### src/rtl/backprop_sequencer.sv
// Backward-pass sequencer: walks layers from N-1 down to 0. For each layer it
// fetches the derivative-block outputs, forms per-lane gradients and the delta
// for the next layer, and streams the gradients out on a valid/ready port.
module backprop_sequencer #(
  parameter int size       = 3,
  parameter int data_size  = 16,
  parameter int frac_bits  = 8,
  parameter int layer_bits = 4
) (
  input  logic                         clk,
  input  logic                         rst_n,
  input  logic                         start,
  input  logic [layer_bits-1:0]        num_layers,
  output logic                         busy,
  output logic                         done,
  output logic                         rd_req,
  output logic [layer_bits-1:0]        rd_layer,
  input  logic                         rd_ack,
  input  logic [size*data_size-1:0]    diff_cost,
  input  logic [size*data_size-1:0]    diff_start,
  input  logic [size*data_size-1:0]    diff_to_all,
  output logic                         wr_valid,
  input  logic                         wr_ready,
  output logic [layer_bits-1:0]        wr_layer,
  output logic [size*data_size-1:0]    wr_grad
);

  localparam int VW = size * data_size;
  localparam int PW = 2 * data_size;

  typedef enum logic [2:0] {
    S_IDLE,
    S_FETCH,
    S_CALC,
    S_WRITE,
    S_DONE
  } state_t;

  // Signed fixed-point multiply, rescale by frac_bits, clamp to data_size.
  function automatic logic signed [data_size-1:0] sat_mul_shift(
    input logic signed [data_size-1:0] a,
    input logic signed [data_size-1:0] b
  );
    logic signed [PW-1:0] prod;
    logic signed [PW-1:0] shr;
    prod = PW'(a) * PW'(b);
    shr  = prod >>> frac_bits;
    if ((shr[PW-1:data_size-1] == '0) || (shr[PW-1:data_size-1] == '1)) begin
      return shr[data_size-1:0];
    end else if (shr[PW-1]) begin
      return {1'b1, {(data_size-1){1'b0}}};
    end else begin
      return {1'b0, {(data_size-1){1'b1}}};
    end
  endfunction

  state_t                 state_q, state_d;
  logic [layer_bits-1:0]  n_q, n_d;
  logic [layer_bits-1:0]  layer_q, layer_d;
  logic [layer_bits-1:0]  wr_layer_q, wr_layer_d;
  logic [VW-1:0]          grad_q, grad_d;
  logic [VW-1:0]          delta_q, delta_d;
  logic [VW-1:0]          cost_q, cost_d;
  logic [VW-1:0]          dstart_q, dstart_d;
  logic [VW-1:0]          dall_q, dall_d;

  logic [layer_bits-1:0]  n_start;
  logic                   is_out_layer;
  logic signed [data_size-1:0] dl;
  logic [VW-1:0]          calc_grad;
  logic [VW-1:0]          calc_delta;

  // A layer count of zero runs a single layer.
  assign n_start = (num_layers == '0) ? layer_bits'(1) : num_layers;

  // Per-lane gradient and next delta from the captured operands.
  always_comb begin
    is_out_layer = (layer_q == (n_q - layer_bits'(1)));
    calc_grad    = '0;
    calc_delta   = '0;
    dl           = '0;
    for (int i = 0; i < size; i++) begin
      dl = is_out_layer ? cost_q[i*data_size +: data_size]
                        : delta_q[i*data_size +: data_size];
      calc_grad[i*data_size +: data_size]  =
        sat_mul_shift(dl, dstart_q[i*data_size +: data_size]);
      calc_delta[i*data_size +: data_size] =
        sat_mul_shift(dl, dall_q[i*data_size +: data_size]);
    end
  end

  // Next-state, register updates and state-decoded outputs.
  always_comb begin
    state_d    = state_q;
    n_d        = n_q;
    layer_d    = layer_q;
    wr_layer_d = wr_layer_q;
    grad_d     = grad_q;
    delta_d    = delta_q;
    cost_d     = cost_q;
    dstart_d   = dstart_q;
    dall_d     = dall_q;
    busy       = 1'b0;
    done       = 1'b0;
    rd_req     = 1'b0;
    wr_valid   = 1'b0;
    unique case (state_q)
      S_IDLE: begin
        if (start) begin
          n_d     = n_start;
          layer_d = n_start - layer_bits'(1);
          state_d = S_FETCH;
        end
      end
      S_FETCH: begin
        busy   = 1'b1;
        rd_req = 1'b1;
        if (rd_ack) begin
          cost_d   = diff_cost;
          dstart_d = diff_start;
          dall_d   = diff_to_all;
          state_d  = S_CALC;
        end
      end
      S_CALC: begin
        busy       = 1'b1;
        grad_d     = calc_grad;
        delta_d    = calc_delta;
        wr_layer_d = layer_q;
        state_d    = S_WRITE;
      end
      S_WRITE: begin
        busy     = 1'b1;
        wr_valid = 1'b1;
        if (wr_ready) begin
          if (layer_q == '0) begin
            state_d = S_DONE;
          end else begin
            layer_d = layer_q - layer_bits'(1);
            state_d = S_FETCH;
          end
        end
      end
      S_DONE: begin
        done    = 1'b1;
        state_d = S_IDLE;
      end
      default: state_d = S_IDLE;
    endcase
  end

  // Control and output registers; reset aborts any pass in flight.
  always_ff @(posedge clk or negedge rst_n) begin
    if (!rst_n) begin
      state_q    <= S_IDLE;
      n_q        <= '0;
      layer_q    <= '0;
      wr_layer_q <= '0;
      grad_q     <= '0;
      delta_q    <= '0;
    end else begin
      state_q    <= state_d;
      n_q        <= n_d;
      layer_q    <= layer_d;
      wr_layer_q <= wr_layer_d;
      grad_q     <= grad_d;
      delta_q    <= delta_d;
    end
  end

  // Operand capture; always loaded in FETCH before CALC reads it.
  always_ff @(posedge clk) begin
    cost_q   <= cost_d;
    dstart_q <= dstart_d;
    dall_q   <= dall_d;
  end

  assign rd_layer = layer_q;
  assign wr_layer = wr_layer_q;
  assign wr_grad  = grad_q;

endmodule

### config.mk
export PLATFORM = sky130hd
export DESIGN_NAME = backprop_sequencer
export DESIGN_NICKNAME = d
export VERILOG_FILES = /design/src/rtl/backprop_sequencer.sv
export SDC_FILE = /design/constraint.sdc
export NUM_CORES = 2
export LEC_CHECK = 0
export ABC_AREA = 1
export CAP_MARGIN = 15
export CORE_ASPECT_RATIO = 1.5
export CORE_MARGIN = 3
export CORE_UTILIZATION = 35
export CTS_BUF_LIST = sky130_fd_sc_hd__clkbuf_8
export DETAILED_ROUTE_END_ITERATION = 7
export SLEW_MARGIN = 20
export SYNTH_ARGS = -nofsm -noshare
export SYNTH_HDL_FRONTEND = slang
export SYNTH_SLANG_ARGS = --single-unit
### constraint.sdc
create_clock -name clk -period 25.7 [get_ports clk]
set_input_delay 3.855 -clock clk [delete_from_list [all_inputs] [get_ports clk]]
set_output_delay 3.855 -clock clk [all_outputs]
set_load 0.1 [all_outputs]
Word level (Yosys, flattened, before mapping):

Cells that the tools add are included.

* bits in read-only memories: 0
* latch bits: 0
* memories kept: 0
* flip-flop bits (word level): 255
* bits in writable memories: 0

* divide/modulo/power cells: 0
* multiply operators: 6
* bitwise operators: 0
* reductions and logical operators: 21
* shift-type cells: 0
* $lt $le $gt $ge: 0
* add/sub/neg operators: 3
* equal/unequal tests: 15
* muxes and demuxes: 29

Operator list (count)
* 16-bit 2-to-1 mux: 15
* 16-bit by 16-bit multiplier with 32-bit output: 6
* 17-bit == test (second input constant): 6
* 17-bit zero test: 6
* 4-bit 2-to-1 mux: 4
* 3-bit 2-to-1 mux: 4
* 3-bit case mux with 4 select lines: 1
* 4-bit by 1-bit subtractor with 4-bit output (second input constant): 3
* 4-bit zero test: 2
* 2-bit != test (second input constant): 4
* 4-bit case mux with 2 select lines: 1
* 3-bit by 2-bit == test with 1-bit output (second input constant): 2
* 1-bit logical OR: 6
* 4-bit == test: 1
* 1-bit 2-to-1 mux: 4
* 2-bit AND reduction: 2
* 4-bit AND reduction: 1
* 3-bit by 1-bit == test with 1-bit output (second input constant): 1
* 3-bit == test (second input constant): 1
* 3-bit zero test: 1
* 3-bit AND reduction: 1
* 3-bit OR reduction: 1
* 2-bit nonzero test: 1

Longest topological paths before layout:

* word-level depth: 7
* mapped depth: 46

Worst setup path before layout:

Ideal clock, no wire load.

* path type: input port to flip-flop
* from: in rd_ack
* to: reg cost_q[0], enable pin
* buffers on the path: 0
* arrival time: 17.389 ns
* required time: 24.699 ns
* slack: 7.311 ns
* cell stages on the path: 2
* library setup time: 1.001 ns
* path through: inv_1 > nor4_1

* cells in the longest elaborated chain, start to end: 1

RTL lines
* start, declared: line 18 `input logic rd_ack,`
* 2-bit AND reduction (no source line)
* end signal, assigned: line 173 `cost_q <= cost_d;`
* end, declared: line 63 `logic [VW-1:0] cost_q, cost_d;`

Every way passes these cells.
A chain may end at the register's enable or synchronous reset.

Final worst setup path:

* from: reg n_q[0]
* to: reg grad_q[12] (netlist: wr_grad[12])

* cells in the longest elaborated chain, start to end: 7
* elaborated cells on any way between the ends: 9
* those cells by class: add/sub (1); mul (1); eq/ne (2); mux (3); reduce/logical (2)

RTL lines
* start, declared: line 58 `logic [layer_bits-1:0] n_q, n_d;`
* start signal, assigned: line 163 `n_q <= n_d;`
* 4-bit by 1-bit subtractor with 4-bit output (*): line 78 `is_out_layer = (layer_q == (n_q - layer_bits'(1)));`
* 4-bit == test (*): line 78
* 16-bit 2-to-1 mux (*): line 83 `dl = is_out_layer ? cost_q[i*data_size +: data_size]`
* 16-bit by 16-bit multiplier with 32-bit output (*): line 46 `prod = PW'(a) * PW'(b);`
* 17-bit == test or 17-bit zero test (tied branches): line 48 `if ((shr[PW-1:data_size-1] == '0) || (shr[PW-1:data_size-1] == '1)) begin`
* 1-bit logical OR: line 48
* 16-bit 2-to-1 mux (*): line 48
* end signal, assigned: line 166 `grad_q <= grad_d;`
* end, declared: line 61 `logic [VW-1:0] grad_q, grad_d;`

Mark *: on every way between the ends. The rest lies on a longest branch, timed or not.

==> flow_summary.html <==
<table>
<tr><th>Metric</th><th>Value</th></tr>
<tr><th colspan="2">Setup path</th></tr>
<tr><td>Critical path data required time</td><td>26.28 ns</td></tr>
<tr><td>Arrival time at the worst endpoint</td><td>10.91 ns</td></tr>
<tr><td>Worst-path maximum fanout</td><td>90</td></tr>
<tr><td>Register-to-register setup slack</td><td>15.37 ns</td></tr>
<tr><td>Category of the critical setup timing path</td><td>reg2reg</td></tr>
<tr><td>Highest cell delay on the worst timing path</td><td>0.70 ns</td></tr>
<tr><td>R2R depth</td><td>35</td></tr>
<tr><td>Critical-path cell with the highest stage delay</td><td>sky130_fd_sc_hd__clkinv_1</td></tr>
<tr><td>Endpoint of the worst register-to-register path</td><td>wr_grad[12]</td></tr>
<tr><td>Reg-to-Reg Start</td><td>n_q[0]</td></tr>
<tr><td>Sort of element at the start of the critical path</td><td>register</td></tr>
<tr><td>Type of destination of the critical path</td><td>register</td></tr>
<tr><th colspan="2">Synthesis</th></tr>
<tr><td>Fraction of registers with async set/reset</td><td>0.435</td></tr>
<tr><td>Synth Warn #</td><td>0</td></tr>
<tr><td>Synthesized Nets</td><td>10500</td></tr>
<tr><td>Synthesized area per cell</td><td>8.44 sq um</td></tr>
<tr><td>Top flip-flop cell by instance count after synthesis</td><td>sky130_fd_sc_hd__edfxtp_1</td></tr>
<tr><td>Share of the synthesized area in compound gates (AO/OA/AOI/OAI)</td><td>0.0519</td></tr>
<tr><td>Number of enable flip-flop cells after synthesis</td><td>144</td></tr>
<tr><td>Combinational family with the most area after synthesis</td><td>adder cells</td></tr>
<tr><td>Simple-Gate Fraction of Synth Area</td><td>0.162</td></tr>
<tr><td>Number of synthesized register bits</td><td>255</td></tr>
<tr><td>Multiplexer share of the synthesized area</td><td>0</td></tr>
<tr><td>Area share of fa/ha/maj cells after synthesis</td><td>0.533</td></tr>
<tr><td>Gate count after technology mapping</td><td>8296</td></tr>
<tr><td>Synthesized cell area</td><td>70000 sq um</td></tr>
<tr><td>Proportion of synthesized chip area in sequential cells</td><td>0.101</td></tr>
<tr><td>Number of different library cells in the post-synthesis netlist</td><td>59</td></tr>
<tr><td>Xor and xnor fraction of the mapped netlist area</td><td>0.0215</td></tr>
<tr><th colspan="2">Route</th></tr>
<tr><td>Routed vias/inst</td><td>4.98</td></tr>
<tr><td>DRC violation total after the first TritonRoute iteration</td><td>3556</td></tr>
<tr><td>Post-detailed-routing wire length</td><td>218000 um</td></tr>
<tr><td>Total routed wire length on the met1 layer</td><td>75200 um</td></tr>
<tr><td>Total met2 wirelength after detailed routing</td><td>114000 um</td></tr>
<tr><td>Final routed DRC violation total</td><td>0</td></tr>
<tr><td>Total via count in the routed design</td><td>54900</td></tr>
<tr><td>First-pass DRT Iterations</td><td>6</td></tr>
<tr><td>Uppermost routed layer</td><td>met5</td></tr>
<tr><td>Wire length per cell</td><td>19.8 um</td></tr>
<tr><td>Met3 WL</td><td>13300 um</td></tr>
<tr><td>Number of routed nets with antenna violations</td><td>0</td></tr>
<tr><th colspan="2">Clocking</th></tr>
<tr><td>Post-cts repair resize count</td><td>0</td></tr>
<tr><td>Buffer depth of the longest clock path</td><td>3</td></tr>
<tr><td>Skew-Pair Late Insertion Delay</td><td>0.80 ns</td></tr>
<tr><td>Number of levels in the clock H-tree</td><td>2</td></tr>
<tr><td>CTS clk-pin slew, worst paths</td><td>0.06 ns</td></tr>
<tr><td>Buffer count from post-CTS setup fixing</td><td>0</td></tr>
<tr><td>Clock Sink Count</td><td>255</td></tr>
<tr><td>Clock root buffer master</td><td>sky130_fd_sc_hd__clkbuf_8</td></tr>
<tr><td>CTS tree</td><td>done</td></tr>
<tr><td>Number of buffers created by CTS</td><td>52</td></tr>
<tr><td>Post-cts hold buffer count</td><td>0</td></tr>
<tr><th colspan="2">Cells and area</th></tr>
<tr><td>Area of the multi-input gates</td><td>53800 sq um</td></tr>
<tr><td>Nets</td><td>10600</td></tr>
<tr><td>Register area</td><td>7100 sq um</td></tr>
<tr><td>Area Overhead vs Synth</td><td>8.53%</td></tr>
<tr><td>Fillcell total</td><td>20200</td></tr>
<tr><td>Design Area, Final</td><td>76000 sq um</td></tr>
<tr><td>Share of post-route cells with drive strength above 1</td><td>0.0365</td></tr>
<tr><th colspan="2">Hold path</th></tr>
<tr><td>Hold path endpoint</td><td>n_q[1]</td></tr>
<tr><td>Hold Crit Depth</td><td>2</td></tr>
<tr><td>Startpoint of the lowest-slack hold path</td><td>n_q[1]</td></tr>
<tr><td>Type of the most critical hold path</td><td>reg2reg</td></tr>
<tr><th colspan="2">Timing</th></tr>
<tr><td>Final count of negative-setup-slack endpoints</td><td>0</td></tr>
<tr><td>Fmax</td><td>96.8 MHz</td></tr>
<tr><td>Maximum clock skew at final layout</td><td>0.0922 ns</td></tr>
<tr><td>Period minus WS final</td><td>10.33 ns</td></tr>
<tr><td>Setup repair after global routing missed its margin</td><td>false</td></tr>
<tr><td>Max-slew violation count</td><td>0</td></tr>
<tr><td>Count of final hold-check violations</td><td>0</td></tr>
<tr><td>Max-slew headroom at the worst pin</td><td>0.269</td></tr>
<tr><td>Final hold slack</td><td>0.483 ns</td></tr>
<tr><td>Fraction of the cycle the final worst path needs</td><td>0.402</td></tr>
<tr><td>Fin Setup TNS</td><td>0 ns</td></tr>
<tr><td>Worst Tran Pin Value</td><td>1.09 ns</td></tr>
<tr><th colspan="2">Floorplan</th></tr>
<tr><td>Top Ports</td><td>213</td></tr>
<tr><td>Die footprint</td><td>206000 sq um</td></tr>
<tr><td>Rows</td><td>200</td></tr>
<tr><td>DIE HEIGHT</td><td>554 um</td></tr>
<tr><td>Area inside the core boundary</td><td>198000 sq um</td></tr>
<tr><td>Initial Util</td><td>0.353</td></tr>
<tr><td>Die extent in x</td><td>371 um</td></tr>
<tr><th colspan="2">Run status</th></tr>
<tr><td>Outcome</td><td>finished clean</td></tr>
<tr><th colspan="2">Placed design</th></tr>
<tr><td>Area post-placement</td><td>74800 sq um</td></tr>
<tr><td>Half-perimeter wire length after detailed placement</td><td>181000 um</td></tr>
<tr><td>Placer Congestion</td><td>0.971</td></tr>
<tr><td>Number of port buffers</td><td>212</td></tr>
<tr><th colspan="2">GRT</th></tr>
<tr><td>Total global routing overflow</td><td>0</td></tr>
<tr><td>Vias in the first global route</td><td>61400</td></tr>
<tr><td>Largest net degree at the start of global routing</td><td>145</td></tr>
<tr><td>Global-route wire length before repair</td><td>343000 um</td></tr>
<tr><td>Antenna violations before repair</td><td>11</td></tr>
<tr><td>GRT Total Usage</td><td>0.218</td></tr>
<tr><th colspan="2">Flow run</th></tr>
<tr><td>Maximum capacitance violations</td><td>0</td></tr>
</table>
-- Yosys cell counts, drive strengths merged, types with 3 or more instances --
master   count  area [sq um]
clkbuf     207           777
nand2     1457          5600
dfrtp      111          2780
a21o         5          37.5
o21a        33           248
a211oi       9          67.6
a31oi       48           300
ha         476          5960
o21bai       4          37.5
or2         60           375
nor3        43           215
a221oi       3          26.3
nand3      141           746
xnor2       62           551
buf         42           241
fa        1566         31400
o21ai      182           911
o31ai        3          22.5
a21boi      54           480
edfxtp     144          4320
clkinv       6          22.5
nand4       29           188
nand3b      13          97.6
xor2       107           956
a21oi      242          1350
nor2      1043          3970
a2111oi      7          61.3
and3         3          18.8
nor4        15          93.8
inv       2169          8140
-- kinds of logic (layout without fill, tap and decap cells) --
family	count (synthesis)	after routing
DFF	255	255
AOI/OAI and AO/OA	600	600
and+or+nand+nor	2806	2806
other	0	7
xor gates and xnor gates	169	169
adders and majority gates	2042	2042
buffers and inverters	2424	2533
-- registers in the layout, summed over array words and instances (netlist names) --
name and cells:
cost_q 48, dall_q 48, delta_q 48, dstart_q 48, wr_grad 48, n_q 4, rd_layer 4, wr_layer 4
state_q 3
-- worst max-delay path by stage --
| stage | depth (start not counted) | startpoint | endpoint |
|---|---|---|---|
| floorplan | 2 | rd_ack | cost_q[0] |
| global placement | 36 | n_q[0] | delta_q[3] |
| detailed placement | 33 | n_q[0] | delta_q[0] |
| CTS | 33 | n_q[0] | delta_q[3] |
| global route | 38 | n_q[0] | wr_grad[0] |
| finish | 35 | n_q[0] | wr_grad[12] |
-- cell type report --
type	instances	share of cell area
diodes	7	0.000230
well taps	2626	0.0432
multi-input cells	5617	0.708
inverters	2175	0.107
clock inverters	43	0.00560
flip-flops and latches	255	0.0934
repair buffers	262	0.0329
clock buffers	53	0.00960
-- cells in the final DEF (no fill, tap or decap), types with 106 or more instances in the layout --
cell                                 n
sky130_fd_sc_hd__fa_1             1566
sky130_fd_sc_hd__edfxtp_1          144
sky130_fd_sc_hd__o21ai_0           140
sky130_fd_sc_hd__inv_1            2173
sky130_fd_sc_hd__nand2_1          1426
sky130_fd_sc_hd__ha_1              476
sky130_fd_sc_hd__nand3_1           133
sky130_fd_sc_hd__xor2_1            106
sky130_fd_sc_hd__nor2_1           1032
sky130_fd_sc_hd__a21oi_1           216
sky130_fd_sc_hd__dfrtp_1           111
sky130_fd_sc_hd__clkdlybuf4s50_1   208
-- routing by layer --
layer,track usage,vias up
li1,-,24400
met1,0.236,27800
met2,0.400,2074
met3,0.0297,714
met4,0.127,2
met5,0,-
-- stage by stage --
step           cells  utilization  worst slack (ns)
6_report       11000        0.383             15.37
5_1_grt        11000        0.383             14.74
4_1_cts        11000        0.383             15.45
3_5_place_dp   10900        0.377             15.48
3_3_place_gp   10900        0.377             15.56
2_1_floorplan   8296            -              7.31
-- critical path, delay by kind of cell, from the launching register on --
family          cells  cell delay [ns]
fa+ha+maj           8             3.67
simple gates       11             2.10
compound gates      7             1.94
buf+inv             8             1.71
flops               1             0.38
xor+xnor            1             0.16
Power is left out: the tool's default activity adds up to more than one toggle a clock period on the data nets, which glitch-free logic cannot reach.
